<file path="src/rtl/beat_sum_accumulator_pkg.sv">
// Shared definitions for the adder-family blocks: FSM state encodings and
// the accumulator width helper.
package beat_sum_accumulator_pkg;

    localparam logic [1:0] ST_IDLE  = 2'd0;
    localparam logic [1:0] ST_ACCUM = 2'd1;
    localparam logic [1:0] ST_HOLD  = 2'd2;

    // Width that holds the sum of `beats` unsigned n-bit operands without overflow.
    function automatic int acc_width(input int n, input int beats);
        return n + $clog2(beats);
    endfunction

endpackage

</file>
<file path="src/rtl/beat_sum_accumulator_adder.sv">
// Purpose: n-bit ripple-carry adder, carry-in tied low; sum_o[n] is the carry-out.
// Latency: combinational. Backpressure: none.
module nBitRippleCarryAdder #(
    parameter int n = 8
) (
    input  logic [n-1:0] a_i,
    input  logic [n-1:0] b_i,
    output logic [n:0]   sum_o
);

    logic [n:0] carry;

    assign carry[0] = 1'b0;

    // Bit 0 degenerates to a half adder because carry[0] is constant zero.
    for (genvar i = 0; i < n; i++) begin : g_fa
        assign sum_o[i]    = a_i[i] ^ b_i[i] ^ carry[i];
        assign carry[i+1]  = (a_i[i] & b_i[i]) | (carry[i] & (a_i[i] ^ b_i[i]));
    end

    assign sum_o[n] = carry[n];

endmodule

</file>
<file path="src/rtl/beat_sum_accumulator.sv">
// Purpose: sums each group of BEATS unsigned operands, one beat per cycle, through one adder.
// Latency: result valid the cycle after the last beat; backpressure holds result, deasserts inReady.
module beat_sum_accumulator
    import beat_sum_accumulator_pkg::*;
#(
    parameter  int N     = 8,
    parameter  int BEATS = 4,
    localparam int ACC_W = acc_width(N, BEATS)
) (
    input  logic             clk,
    input  logic             reset,
    input  logic             clear,
    input  logic             inValid,
    output logic             inReady,
    input  logic [N-1:0]     inData,
    output logic             outValid,
    input  logic             outReady,
    output logic [ACC_W-1:0] outSum,
    output logic             busy
);

    localparam int              CNT_W = $clog2(BEATS + 1);
    localparam logic [CNT_W-1:0] LAST  = CNT_W'(BEATS - 1);

    logic [1:0]       state_q, state_d;
    logic [ACC_W-1:0] acc_q, acc_d;
    logic [CNT_W-1:0] cnt_q, cnt_d;
    logic             out_vld_q, out_vld_d;
    logic [ACC_W-1:0] out_sum_q, out_sum_d;

    logic [ACC_W-1:0] add_a;
    logic [ACC_W-1:0] add_b;
    logic [ACC_W:0]   add_sum;
    logic             carry_unused;
    logic             in_acc;

    assign inReady  = (state_q != ST_HOLD) && !clear;
    assign in_acc   = inValid && inReady;
    assign outValid = out_vld_q;
    assign outSum   = out_sum_q;
    assign busy     = (state_q == ST_ACCUM);

    // A group always starts from zero, independent of whatever acc holds in IDLE.
    assign add_a = (state_q == ST_ACCUM) ? acc_q : '0;
    assign add_b = {{(ACC_W - N){1'b0}}, inData};

    nBitRippleCarryAdder #(.n(ACC_W)) u_adder (
        .a_i   (add_a),
        .b_i   (add_b),
        .sum_o (add_sum)
    );

    // ACC_W is sized so this carry can never be set.
    assign carry_unused = add_sum[ACC_W];

    always_comb begin
        state_d   = state_q;
        acc_d     = acc_q;
        cnt_d     = cnt_q;
        out_vld_d = out_vld_q;
        out_sum_d = out_sum_q;
        case (state_q)
            ST_IDLE, ST_ACCUM: begin
                if (clear) begin
                    state_d = ST_IDLE;
                    acc_d   = '0;
                    cnt_d   = '0;
                end else if (in_acc) begin
                    acc_d = add_sum[ACC_W-1:0];
                    cnt_d = cnt_q + CNT_W'(1);
                    if (state_q == ST_ACCUM && cnt_q == LAST) begin
                        out_sum_d = add_sum[ACC_W-1:0];
                        out_vld_d = 1'b1;
                        state_d   = ST_HOLD;
                    end else begin
                        state_d = ST_ACCUM;
                    end
                end
            end
            ST_HOLD: begin
                if (out_vld_q && outReady) begin
                    out_vld_d = 1'b0;
                    acc_d     = '0;
                    cnt_d     = '0;
                    state_d   = ST_IDLE;
                end
            end
            default: begin
                state_d   = ST_IDLE;
                acc_d     = '0;
                cnt_d     = '0;
                out_vld_d = 1'b0;
            end
        endcase
    end

    always_ff @(posedge clk or posedge reset) begin
        if (reset) begin
            state_q   <= ST_IDLE;
            acc_q     <= '0;
            cnt_q     <= '0;
            out_vld_q <= 1'b0;
            out_sum_q <= '0;
        end else begin
            state_q   <= state_d;
            acc_q     <= acc_d;
            cnt_q     <= cnt_d;
            out_vld_q <= out_vld_d;
            out_sum_q <= out_sum_d;
        end
    end

endmodule

</file>
<file path="config.mk">
export PLATFORM = sky130hd
export DESIGN_NAME = beat_sum_accumulator
export DESIGN_NICKNAME = d
export VERILOG_FILES = /design/src/rtl/beat_sum_accumulator_pkg.sv /design/src/rtl/beat_sum_accumulator_adder.sv /design/src/rtl/beat_sum_accumulator.sv
export SDC_FILE = /design/constraint.sdc
export NUM_CORES = 1
export LEC_CHECK = 0
export ABC_AREA = 1
export CAP_MARGIN = 25
export CORE_MARGIN = 3
export CORE_UTILIZATION = 45
export CTS_CLUSTER_DIAMETER = 150
export DETAILED_ROUTE_END_ITERATION = 8
export PLACE_DENSITY = 0.73
export SLEW_MARGIN = 20
export SYNTH_ARGS = -nofsm -noshare
export SYNTH_HDL_FRONTEND = slang
export SYNTH_SLANG_ARGS = --single-unit
</file>
<file path="constraint.sdc">
create_clock -name clk -period 3.7 [get_ports clk]
set_input_delay 0.74 -clock clk [delete_from_list [all_inputs] [get_ports clk]]
set_output_delay 0.74 -clock clk [all_outputs]
set_load 0.05 [all_outputs]
</file>
==> summary.md, run 1 <==
| Metric | Value |
|---|---|
| Status | completed |
| Setup crit end kind | flop |
| Root buf cell | clkbuf_4 |
| Post-Syn Area per Cell | 8.620 sq um |
| Pint | 591.4 uW |
| Min Tclk post-route | 3.690 ns |
| Final Power | a little under 1 mW |
| Die Height | between 60 and 70 microns |
| CTS buffer count | 3 |
| Clock Latency Late Sink | 0.32 ns |
| Syn Nets | 187 |
| Share of layout cells above drive strength 1 | 18.27% |
| HPWL reported at the end of detailed placement | 2139 microns |
| Port Buffers | 25 |
| Mux contribution to synthesized area | 0% |
| Sink Count | 26 |
| Sequential fraction of the synthesis area | 46.30% |
| Sw power | 369.0 uW |
| Cell taking the most area after synthesis | dfrtp_1 |
| Die area | 0.003829 sq mm |
| H-Tree Level Count | 1 |
| Worst Hold Launch | outSum[2] |
| RePlAce Congestion | ~0.8 |
| Xor/xnor share of the synthesized area | 0% |
| Pins Over Slew Limit | 0 |
| Initial antenna violation count | 0 |
| Vias after detailed routing | roughly 1.2k |
| Area growth from synthesis to layout | 32.50% |
| Final hold vios | 0 |
| Total gr overflow | 0 |
| Commonest non-fill, non-tap cells in the layout | 58 x nand2_1, 25 x dfrtp_1, 24 x clkdlybuf4s50_1 |
| Fin Clk Skew | 0.006250 ns |
| Largest net degree at the start of global routing | 27 |
| Drt pass-1 iters | 4 |
| Peak supply drop | 0.3490 mV |
| Mapped Area | 0.001405 sq mm |
| Initial drt markers | 79 |
| Synth Area in Compound Gates | under 10% |
| Final Net Count | 222 |
| I/O pin total | 26 |
| Hold WC Path Type | reg2reg |
| Pleak | 0.9151 nW |
| Crit Path Max Fanout | 2 |
| Setup violators final | 0 |
| Top cell type's share of synthesized area | 46.30% |
| Switching part of the total | between 30% and 40% |
| Drt total wl | 3068 microns |
| Global Route Usage Sum | 16.97% |
| Cell Rows | 19 |
| Crit path launch | inData[1] |
| PD cells | a little over 500 mW/mm^2 |
| Critical path required time | 3.92 ns |
| Yosys reg bits | 26 |
| Clock group share of total power | 20.1% |
| CTS clk-pin slew, worst paths | 0.14 ns |
| CP Launch Type | input port |
| Ys Warns | 0 |
| Drt drc | 0 |
| Core area | 0.002877 sq mm |
| Post-Synth Simple-Gate Area | 25.20% |
| Post-synthesis cell count | ~160 |
| Worst EP arrival | slightly below 4 ns |
| Antenna violation net count after detailed routing | 0 |
| CTS Buffer Depth | 2 |
| Cts hold-fix bufs | 0 |
| FMAX | 271.0 MHz |
| Crit share post-route | 99.74% |
| Dpl ws | -0.3813 ns |
| Largest family of logic cells by synthesized area | simple AND/OR/NAND/NOR gates |
| Drt via density | approximately 4.8 |
| Drt wl/cell | 12.84 microns |
| RSZ-0062 raised after global routing | yes |
| Initial core utilization | about half |
| Diodes inserted | 0 |
| CTS tree | built |
| Max-slew headroom | 66.40% |
| First-pass GRT wire length | approximately 4800 microns |
| Final Non-Filler Cells | 239 |
| Sequential share of power | 38.3% |
| Worst r2r src | state_q[0] |
| Number of distinct library cells after synthesis | 21 |
| Adder-cell share of the synthesized area | 13.54% |
| TNS Setup | 0 ns |
| Actual slew at the worst max-slew pin | 0.5024 ns |
| Max-cap violations | 0 |
| Worst setup margin | 0.009695 ns |
| Vias in the first global route | 1,041 |
| Commonest non-fill, non-tap cell in the layout | nand2_1 |
| Post-Place Cells | roughly 230 |
| Setup CP Type | in2reg |
| Synth area leaders | dfrtp_1 46%, nand2_1 15%, fa_1 10%, inv_1 6.7%, o21ai_0 4.6% |
| Die W | approximately 62 microns |
| Comb pwr share | 41.6% |
[flip-flops by register name (all words and copies together) (netlist names)]
name	count
cnt_q	3
state_q	2
outSum	10
outValid	1
acc_q	10
[metrics by stage]
step                cell area (sq um)  hold WS [ns]  utilization (%)
detailed placement               1703        0.4709            59.20
CTS                              1755        0.5017            61.03
global placement                 1703        0.4649            59.20
finish                           1862        0.4950            64.72
global route                     1862        0.5228            64.72
floorplan                        1410        0.4492                -
[power groups by stage]
| stage | Clock (mW) | Sequential, mW | Combinational, mW |
|---|---|---|---|
| 2_1_floorplan | 0 | 0.502 | 0.118 |
| 3_3_place_gp | 0 | 0.371 | 0.370 |
| 3_5_place_dp | 0 | 0.375 | 0.374 |
| 4_1_cts | 0.198 | 0.370 | 0.376 |
| 5_1_grt | 0.213 | 0.375 | 0.431 |
| 6_report | 0.193 | 0.368 | 0.399 |
[path summary, 6_finish.rpt]
path	to	slack (ns)	cells past startpoint
min in group asynchronous	outSum[3]	0.60	2
min	outSum[2]	0.49	2
min reg2reg	outSum[2]	0.49	2
max	acc_q[7]	0.01	12
max in group asynchronous	state_q[1]	2.73	3
max reg2reg	acc_q[7]	0.03	16
[routing by layer]
| metal | track usage, % | wire length (microns) | up-vias | part of all wire, % |
|---|---|---|---|---|
| met3 | 3.719 | 135 | 2 | 4.4 |
| li1 | - | - | 566 | - |
| met5 | 0 | 0 | - | 0 |
| met2 | 27.35 | 1553 | 42 | 51 |
| met4 | 3.636 | 14 | 0 | 0.46 |
| met1 | 23.65 | 1365 | 540 | 44 |
[worst max-delay path, stage by stage]
cell and delay [ns]:
clkdlybuf4s50_1 0.46, inv_1 0.06, fa_2 0.39, fa_2 0.40, fa_2 0.37, fa_2 0.36
inv_2 0.07, fa_2 0.21, fa_2 0.22, fa_2 0.45, nand4_1 0.10, o21ai_1 0.07
[Yosys cell counts, drive strengths merged]
library cell / number
buf: 2
clkbuf: 1
dfrtp: 26
fa: 7
ha: 4
inv: 27
nand2: 59
nand3: 3
nand3b: 1
nand4: 5
nor2: 11
o21ai: 16
o21bai: 1
[final cells by class]
type / instances / area [sq um]
multi-input combinational: 107 / 670.6
clock buffer: 3 / 22.52
tap: 42 / 52.55
fill: 232 / 1015
clock inverter: 1 / 30.03
sequential: 26 / 651.9
inverter: 27 / 101.3
timing repair buffer: 33 / 332.8
[timing repair]
item | CTS | global route
gates cloned | 0 | 0
buffers inserted | 0 | 6
setup endpoints to repair | 2 | 6
resized for setup | 0 | 14
pin swaps | 0 | 11
[logic make-up (layout without fill, tap and decap cells)]
group | after synthesis | in the layout
and+or+nand+nor | 79 | 79
buffers and inverters | 30 | 64
AOI/OAI and AO/OA | 17 | 17
adders and majority gates | 11 | 11
DFF | 26 | 26
Note: power is estimated with default switching activity, not from simulation.
==> run 2, diff against run 1 <==
ABC_AREA = not set   (was 1)
PLACE_DENSITY = 0.74   (was 0.73)
==> run 2 against run 1 <==
Clock skew increased by 0.0022 ns. Register-to-register slack improved by 0.03 ns. Maximum frequency rose by 1.4%. Count of clock-buffer cells in the layout is the same. First-iteration DRC count is 73% lower. Critical endpoint is now acc_q[9]. Largest power group is now registers. Highest routed layer unchanged.
==> summary.md, run 2 <==
| Metric | Value |
|---|---|
| Status | completed (unchanged) |
| Cts hold-fix bufs | 0 (unchanged) |
| Drt total wl | 2642 microns (was 3068 microns) |
| Fin Clk Skew | 0.008409 ns (was 0.006250 ns) |
| Top cell type's share of synthesized area | 49.38% (was 46.30%) |
| Worst path slowest cell | dfrtp_1 (was clkdlybuf4s50_1) |
| Post-synth EDFFs | 0 (unchanged) |
| Worst EP arrival | 3.87 ns (was 3.91 ns) |
| Setup crit end kind | flop (unchanged) |
| Ys async rst share | 100.0% (unchanged) |
| Commonest non-fill, non-tap cell in the layout | dfrtp_1 (was nand2_1) |
| Sequential share of power | 54.4% (was 38.3%) |
| Syn Nets | 134 (was 187) |
| CTS tree | built (unchanged) |
| Setup violators final | 0 (unchanged) |
| Initial antenna violation count | 0 (unchanged) |
| CP Cell Sequence | and2b_2 > and2_4 > ha_4 > inv_2 > fa_2 > fa_2 > fa_2 > fa_2 > inv_2 > fa_2 > fa_2 > fa_2 > ha_4 > and4b_1 > a211o_1 (was clkdlybuf4s50_1 > inv_1 > fa_2 > fa_2 > fa_2 > fa_2 > inv_2 > fa_2 > fa_2 > fa_2 > nand4_1 > o21ai_1) |
| Crit path max-delay family | adder cells (unchanged) |
| Comb pwr share | 24.2% (was 41.6%) |
| Drt drc | 0 (unchanged) |
| Final Net Count | 166 (was 222) |
| Switching part of the total | 30.49% (was 38.42%) |
| Max-slew headroom | 62.05% (was 66.40%) |
| Min Tclk post-route | 3.639 ns (was 3.690 ns) |
| Cell Rows | 18 (was 19) |
| Actual slew at the worst max-slew pin | 0.5667 ns (was 0.5024 ns) |
| RePlAce Congestion | 0.7512 (was 0.8031) |
| Critical path required time | 3.93 ns (was 3.92 ns) |
| Max-cap violations | 0 (unchanged) |
| Worst Hold Launch | acc_q[4] (was outSum[2]) |
| Die W | 60.11 microns (was 61.88 microns) |
| Largest net degree at the start of global routing | 27 (unchanged) |
| Reg-to-reg slack, setup | 0.06 ns (was 0.03 ns) |
| Sink Count | 26 (unchanged) |
| Yosys reg bits | 26 (unchanged) |
| Global Route Usage Sum | 16.34% (was 16.97%) |
| Sw power | 175.2 uW (was 369.0 uW) |
| Diodes inserted | 0 (unchanged) |
| Ys Warns | 0 (unchanged) |
| Total gr overflow | 0 (unchanged) |
| Worst r2r src | state_q[1] (was state_q[0]) |
| HPWL reported at the end of detailed placement | 1954 microns (was 2139 microns) |
| Die area | 0.003613 sq mm (was 0.003829 sq mm) |
| Area growth from synthesis to layout | 28.39% (was 32.50%) |
| Count leader, synth | dfrtp_1 (was nand2_1) |
| Number of distinct library cells after synthesis | 24 (was 21) |
| FMAX | 274.8 MHz (was 271.0 MHz) |
| Commonest non-fill, non-tap cells in the layout | 26 x dfrtp_1, 23 x clkdlybuf4s50_1, 12 x o21ai_0 (was 58 x nand2_1, 25 x dfrtp_1, 24 x clkdlybuf4s50_1) |
| Setup CP Type | reg2reg (was in2reg) |
| CTS clk-pin slew, worst paths | 0.14 ns (about the same) |
| Die Height | 60.11 microns (was 61.88 microns) |
| Drt wl/cell | 15.54 microns (was 12.84 microns) |
| Crit path launch | state_q[1] (was inData[1]) |
| Share of layout cells above drive strength 1 | 22.14% (was 18.27%) |
| Drt pass-1 iters | 4 (unchanged) |
| CTS buffer count | 3 (unchanged) |
| Crit share post-route | 98.34% (was 99.74%) |
| Crit Path Max Fanout | 3 (was 2) |
| Sequential fraction of the synthesis area | 49.38% (was 46.30%) |
| TNS Setup | 0 ns (unchanged) |
| CTS Buffer Depth | 2 (unchanged) |
| Final hold vios | 0 (unchanged) |
| Clock Latency Late Sink | 0.33 ns (was 0.32 ns) |
| Mapped Area | 0.001318 sq mm (was 0.001405 sq mm) |
| Initial core utilization | 50.00% (was 48.85%) |
| Antenna violation net count after detailed routing | 0 (unchanged) |
| Clock group share of total power | 21.4% (was 20.1%) |
| Pins Over Slew Limit | 0 (unchanged) |
| Initial drt markers | 21 (was 79) |
| Final Power | 574.6 uW (was 960.4 uW) |
| Post-synthesis cell count | 110 (was 163) |
| Vias after detailed routing | 913 (was 1,150) |
| Pint | 399.4 uW (was 591.4 uW) |
| Cell taking the most area after synthesis | dfrtp_1 (unchanged) |
| I/O pin total | 26 (unchanged) |
| Final Non-Filler Cells | 170 (was 239) |
| Synth Flop Type | dfrtp_1 (unchanged) |
| Hold slack final | 0.5098 ns (was 0.4950 ns) |
| Post-Place Cells | 165 (was 228) |
| PD cells | 339.7 mW/mm^2 (was 515.9 mW/mm^2) |
| RSZ-0062 raised after global routing | yes (unchanged) |
| Root buf cell | clkbuf_4 (unchanged) |
| Post-Syn Area per Cell | 11.98 sq um (was 8.620 sq um) |
| Synth top cells by count | 26 x dfrtp_1, 12 x o21ai_0, 10 x nand2_1 (was 58 x nand2_1, 26 x dfrtp_1, 25 x inv_1) |
| Hold WC Path Type | reg2reg (unchanged) |
| Vias in the first global route | 975 (was 1,041) |
| Core area | 0.002635 sq mm (was 0.002877 sq mm) |
| Peak per-stage delay on the critical path | 0.40 ns (was 0.46 ns) |
| CP Launch Type | flop (was input port) |
| H-Tree Level Count | 1 (unchanged) |
| CP most frequent cell | fa_2 (unchanged) |
| Synth area leaders | dfrtp_1 49%, fa_1 11%, o21ai_0 4.6%, mux2_2 4.3%, a22o_1 4.0% (was dfrtp_1 46%, nand2_1 15%, fa_1 10%, inv_1 6.7%, o21ai_0 4.6%) |
| Drt via density | 5.371 (was 4.812) |
| First-pass GRT wire length | 4409 microns (was 4767 microns) |
| Fin util | 64.20% (was 64.72%) |
| Peak supply drop | 0.2392 mV (was 0.3490 mV) |
| Buf/Inv on CP | 2 (was 3) |
| Pleak | 0.7681 nW (was 0.9151 nW) |
| Port Buffers | 25 (unchanged) |
[run 2: cell count changes in the layout (fill, tap and decap cells not counted), moves of 3 or more]
| cell | change |
|---|---|
| nand2_1 | -48 |
| inv_1 | -15 |
| a22o_1 | +6 |
| o2bb2ai_1 | +6 |
| nand4_1 | -5 |
| and2_1 | +4 |
| mux2_2 | +4 |
| o21ai_1 | -4 |
| nor2_1 | -3 |
| nor2_2 | -3 |
[run 2: cells by family after synthesis]
family / synth area share, %
flops: 49.38
simple gates: 9.781
mux: 5.412
fa+ha+maj: 14.43
buf+inv: 5.792
xor+xnor: 0.6649
compound gates: 14.53
[run 2: path summary, 6_finish.rpt]
path / cells past startpoint / to
worst max-delay path: 15 / acc_q[9]
worst min-delay path: 1 / acc_q[4]
worst max register to register: 15 / acc_q[9]
worst min register to register: 1 / acc_q[4]
max in group asynchronous: 3 / outValid
min in group asynchronous: 2 / outSum[5]
[run 2: final cells by class]
class	count	area, sq um
Sequential cell	26	650.6
Timing Repair Buffer	32	307.8
Inverter	9	33.78
Tap cell	30	37.54
Multi-Input combinational cell	70	639.4
Clock buffer	3	22.52
Fill cell	211	943.4
[run 2: stage by stage]
stage	worst slack (ns)	instance area [sq um]
3_3_place_gp	-0.3775	1649
3_5_place_dp	-0.4601	1649
5_1_grt	-0.08048	1692
6_report	0.06148	1692
4_1_cts	0.02555	1669
2_1_floorplan	-0.1122	1388
[run 2: power by group through the flow]
stage / clock, mW / sequential (mW) / combinational (mW)
after floorplan: 0 / 0.347 / 0.0607
after global placement: 0 / 0.317 / 0.136
after detailed placement: 0 / 0.318 / 0.138
after CTS: 0.125 / 0.312 / 0.138
after global routing: 0.137 / 0.315 / 0.152
final: 0.123 / 0.312 / 0.139
[run 2: per-layer routing]
metal  track usage (%)  up-vias  share of wire, %
met2             26.85       23                48
met4             5.696        0               1.4
met5                 0        -                 0
li1                  -      435                 -
met1             22.62      450                47
met3             1.296        5               4.2
[run 2: repair_timing]
item / in CTS / in global routing
buffers inserted: 0 / 1
setup endpoints to repair: 1 / 1
pin swaps: 1 / 1
resized for setup: 3 / 0
==> run 3, diff against run 2 <==
TNS_END_PERCENT = 20   (was not set)
==> run 3 against run 2 <==
The flow now finishes with violations (negative setup slack). Critical path depth down 2. Sequential power about the same. Largest power group unchanged. Utilization up 1.7 points. Cell count up 0.59%.
==> summary.md, run 3 (synthesized netlist as in run 2, its figures left out) <==
| Metric | Value |
|---|---|
| H-Tree Level Count | 1 (unchanged) |
| Status | complete, but fails checks (was completed) |
| Final Power | 650.6 uW (was 574.6 uW) |
| Worst path slowest cell | clkdlybuf4s50_1 (was dfrtp_1) |
| Initial drt markers | 11 (was 21) |
| Reg area | 650.6 sq um (unchanged) |
| Commonest non-fill, non-tap cells in the layout | 26 x dfrtp_1, 24 x clkdlybuf4s50_1, 12 x o21ai_0 (was 26 x dfrtp_1, 23 x clkdlybuf4s50_1, 12 x o21ai_0) |
| Drt via density | 5.485 (was 5.371) |
| Drt total wl | 2672 microns (was 2642 microns) |
| Die area | 0.003613 sq mm (unchanged) |
| Peak per-stage delay on the critical path | 0.46 ns (was 0.40 ns) |
| Drt pass-1 iters | 4 (unchanged) |
| Max-slew headroom | 64.97% (was 62.05%) |
| # fillers | 227 (was 211) |
| Final Cell Area | 0.001735 sq mm (was 0.001692 sq mm) |
| RePlAce Congestion | 0.7874 (was 0.7512) |
| Min Tclk post-route | 3.715 ns (was 3.639 ns) |
| Drt wl/cell | 15.63 microns (was 15.54 microns) |
| Critical path required time | 3.92 ns (was 3.93 ns) |
| CTS buffer count | 3 (unchanged) |
| Setup crit end kind | flop (unchanged) |
| Final Non-Filler Cells | 171 (was 170) |
| Sink Count | 26 (unchanged) |
| Largest net degree at the start of global routing | 27 (unchanged) |
| First-pass GRT wire length | 4443 microns (was 4409 microns) |
| Initial core utilization | 50.00% (unchanged) |
| CP Cell Sequence | clkdlybuf4s50_1 > inv_1 > fa_2 > fa_2 > fa_2 > fa_2 > inv_2 > fa_2 > fa_2 > fa_2 > ha_4 > and4b_1 > a211o_1 (was and2b_2 > and2_4 > ha_4 > inv_2 > fa_2 > fa_2 > fa_2 > fa_2 > inv_2 > fa_2 > fa_2 > fa_2 > ha_4 > and4b_1 > a211o_1) |
| Area occupied by multi-input gates | 639.4 sq um (unchanged) |
| Placed instance area | 0.001629 sq mm (was 0.001649 sq mm) |
| Setup violators final | 1 (was 0) |
| Port Buffers | 25 (unchanged) |
| Setup CP Type | in2reg (was reg2reg) |
| I/O pin total | 26 (unchanged) |
| Peak supply drop | 0.3637 mV (was 0.2392 mV) |
| Crit share post-route | 100.4% (was 98.34%) |
| Fin util | 65.86% (was 64.20%) |
| Vias after detailed routing | 938 (was 913) |
| Max-cap violations | 0 (unchanged) |
| Actual slew at the worst max-slew pin | 0.5232 ns (was 0.5667 ns) |
| RSZ-0062 raised after global routing | yes (unchanged) |
| Final hold vios | 0 (unchanged) |
| Final Net Count | 166 (unchanged) |
| Area growth from synthesis to layout | 31.72% (was 28.39%) |
| Hold slack final | 0.5090 ns (was 0.5098 ns) |
| Crit path max-delay family | adder cells (unchanged) |
| Pleak | 0.7877 nW (was 0.7681 nW) |
| Diodes inserted | 0 (unchanged) |
| CTS tree | built (unchanged) |
| Antenna violation net count after detailed routing | 0 (unchanged) |
| Share of layout cells above drive strength 1 | 21.99% (was 22.14%) |
| Core area | 0.002635 sq mm (unchanged) |
| Vias in the first global route | 1,000 (was 975) |
| Post-Place Cells | 164 (was 165) |
| CTS Buffer Depth | 2 (unchanged) |
| CTS clk-pin slew, worst paths | 0.15 ns (was 0.14 ns) |
| Global Route Usage Sum | 16.76% (was 16.34%) |
| Failing checks | negative setup slack |
| Initial antenna violation count | 0 (unchanged) |
| HPWL reported at the end of detailed placement | 1918 microns (was 1954 microns) |
| FMAX | 269.2 MHz (was 274.8 MHz) |
| Drt drc | 0 (unchanged) |
| PD cells | 374.9 mW/mm^2 (was 339.7 mW/mm^2) |
| CP Launch Type | input port (was flop) |
| Die Height | 60.11 microns (unchanged) |
| Die W | 60.11 microns (unchanged) |
| Hold WC Path Type | reg2reg (unchanged) |
| Commonest non-fill, non-tap cell in the layout | dfrtp_1 (unchanged) |
| Pins Over Slew Limit | 0 (unchanged) |
| Worst EP arrival | 3.94 ns (was 3.87 ns) |
| CP most frequent cell | fa_2 (unchanged) |
| Buf/Inv on CP | 3 (was 2) |
| Worst setup margin | -0.01517 ns (was 0.06148 ns) |
| Cell Rows | 18 (unchanged) |
| TNS Setup | -0.01517 ns (was 0 ns) |
| Total gr overflow | 0 (unchanged) |
| Root buf cell | clkbuf_4 (unchanged) |
| Cts hold-fix bufs | 0 (unchanged) |
| Dpl ws | -0.5066 ns (was -0.4601 ns) |
| Crit Path Max Fanout | 3 (unchanged) |
| Clock Latency Late Sink | 0.33 ns (about the same) |
| Fin Clk Skew | 0.01340 ns (was 0.008409 ns) |
==> run 3: changes by cell type in the layout (fill, tap and decap cells not counted), sizes merged <==
cell,change
clkdlybuf4s50,+1
dlygate4sd2,-1
bufinv,+1
==> run 3: timing repair <==
action	CTS	global route
setup endpoints to repair	2	3
hold endpoints to repair	0	0
resized for setup	3	0
setup buffers	1	1
pin swaps	1	0
==> run 3: routing by layer <==
layer	up-vias	share of wire (%)	GRT usage [%]	wire length [microns]
met5	-	0	0	0
met1	464	42	21.30	1119
li1	439	-	-	-
met4	0	1.4	5.063	38
met3	5	6.3	4.968	168
met2	30	50	27.47	1346
==> run 3: final timing paths <==
| kind | endpoint | slack [ns] | from | cells after the start |
|---|---|---|---|---|
| setup / recovery | acc_q[9] | -0.02 | inData[1] | 13 |
| hold / removal | cnt_q[2] | 0.51 | cnt_q[2] | 1 |
| setup reg to reg | acc_q[9] | -0.01 | state_q[1] | 15 |
| hold reg to reg | cnt_q[2] | 0.51 | cnt_q[2] | 1 |
| max in group asynchronous | acc_q[6] | 2.52 | reset | 3 |
| min in group asynchronous | acc_q[7] | 0.72 | reset | 2 |
==> run 3: final cells by class <==
type                       instances  area share [%]
inverter                           9           1.947
timing repair buffer              32           18.53
clock buffer                       3           1.298
sequential                        26           37.49
tap                               30           2.163
clock inverter                     1           1.730
multi-input combinational         70           36.84
==> run 3: where the power goes <==
group | total, mW | switching [mW] | internal (mW)
Sequential | 0.312 | 0.00996 | 0.302
Combinational | 0.141 | 0.0811 | 0.0600
Clock | 0.197 | 0.0876 | 0.110
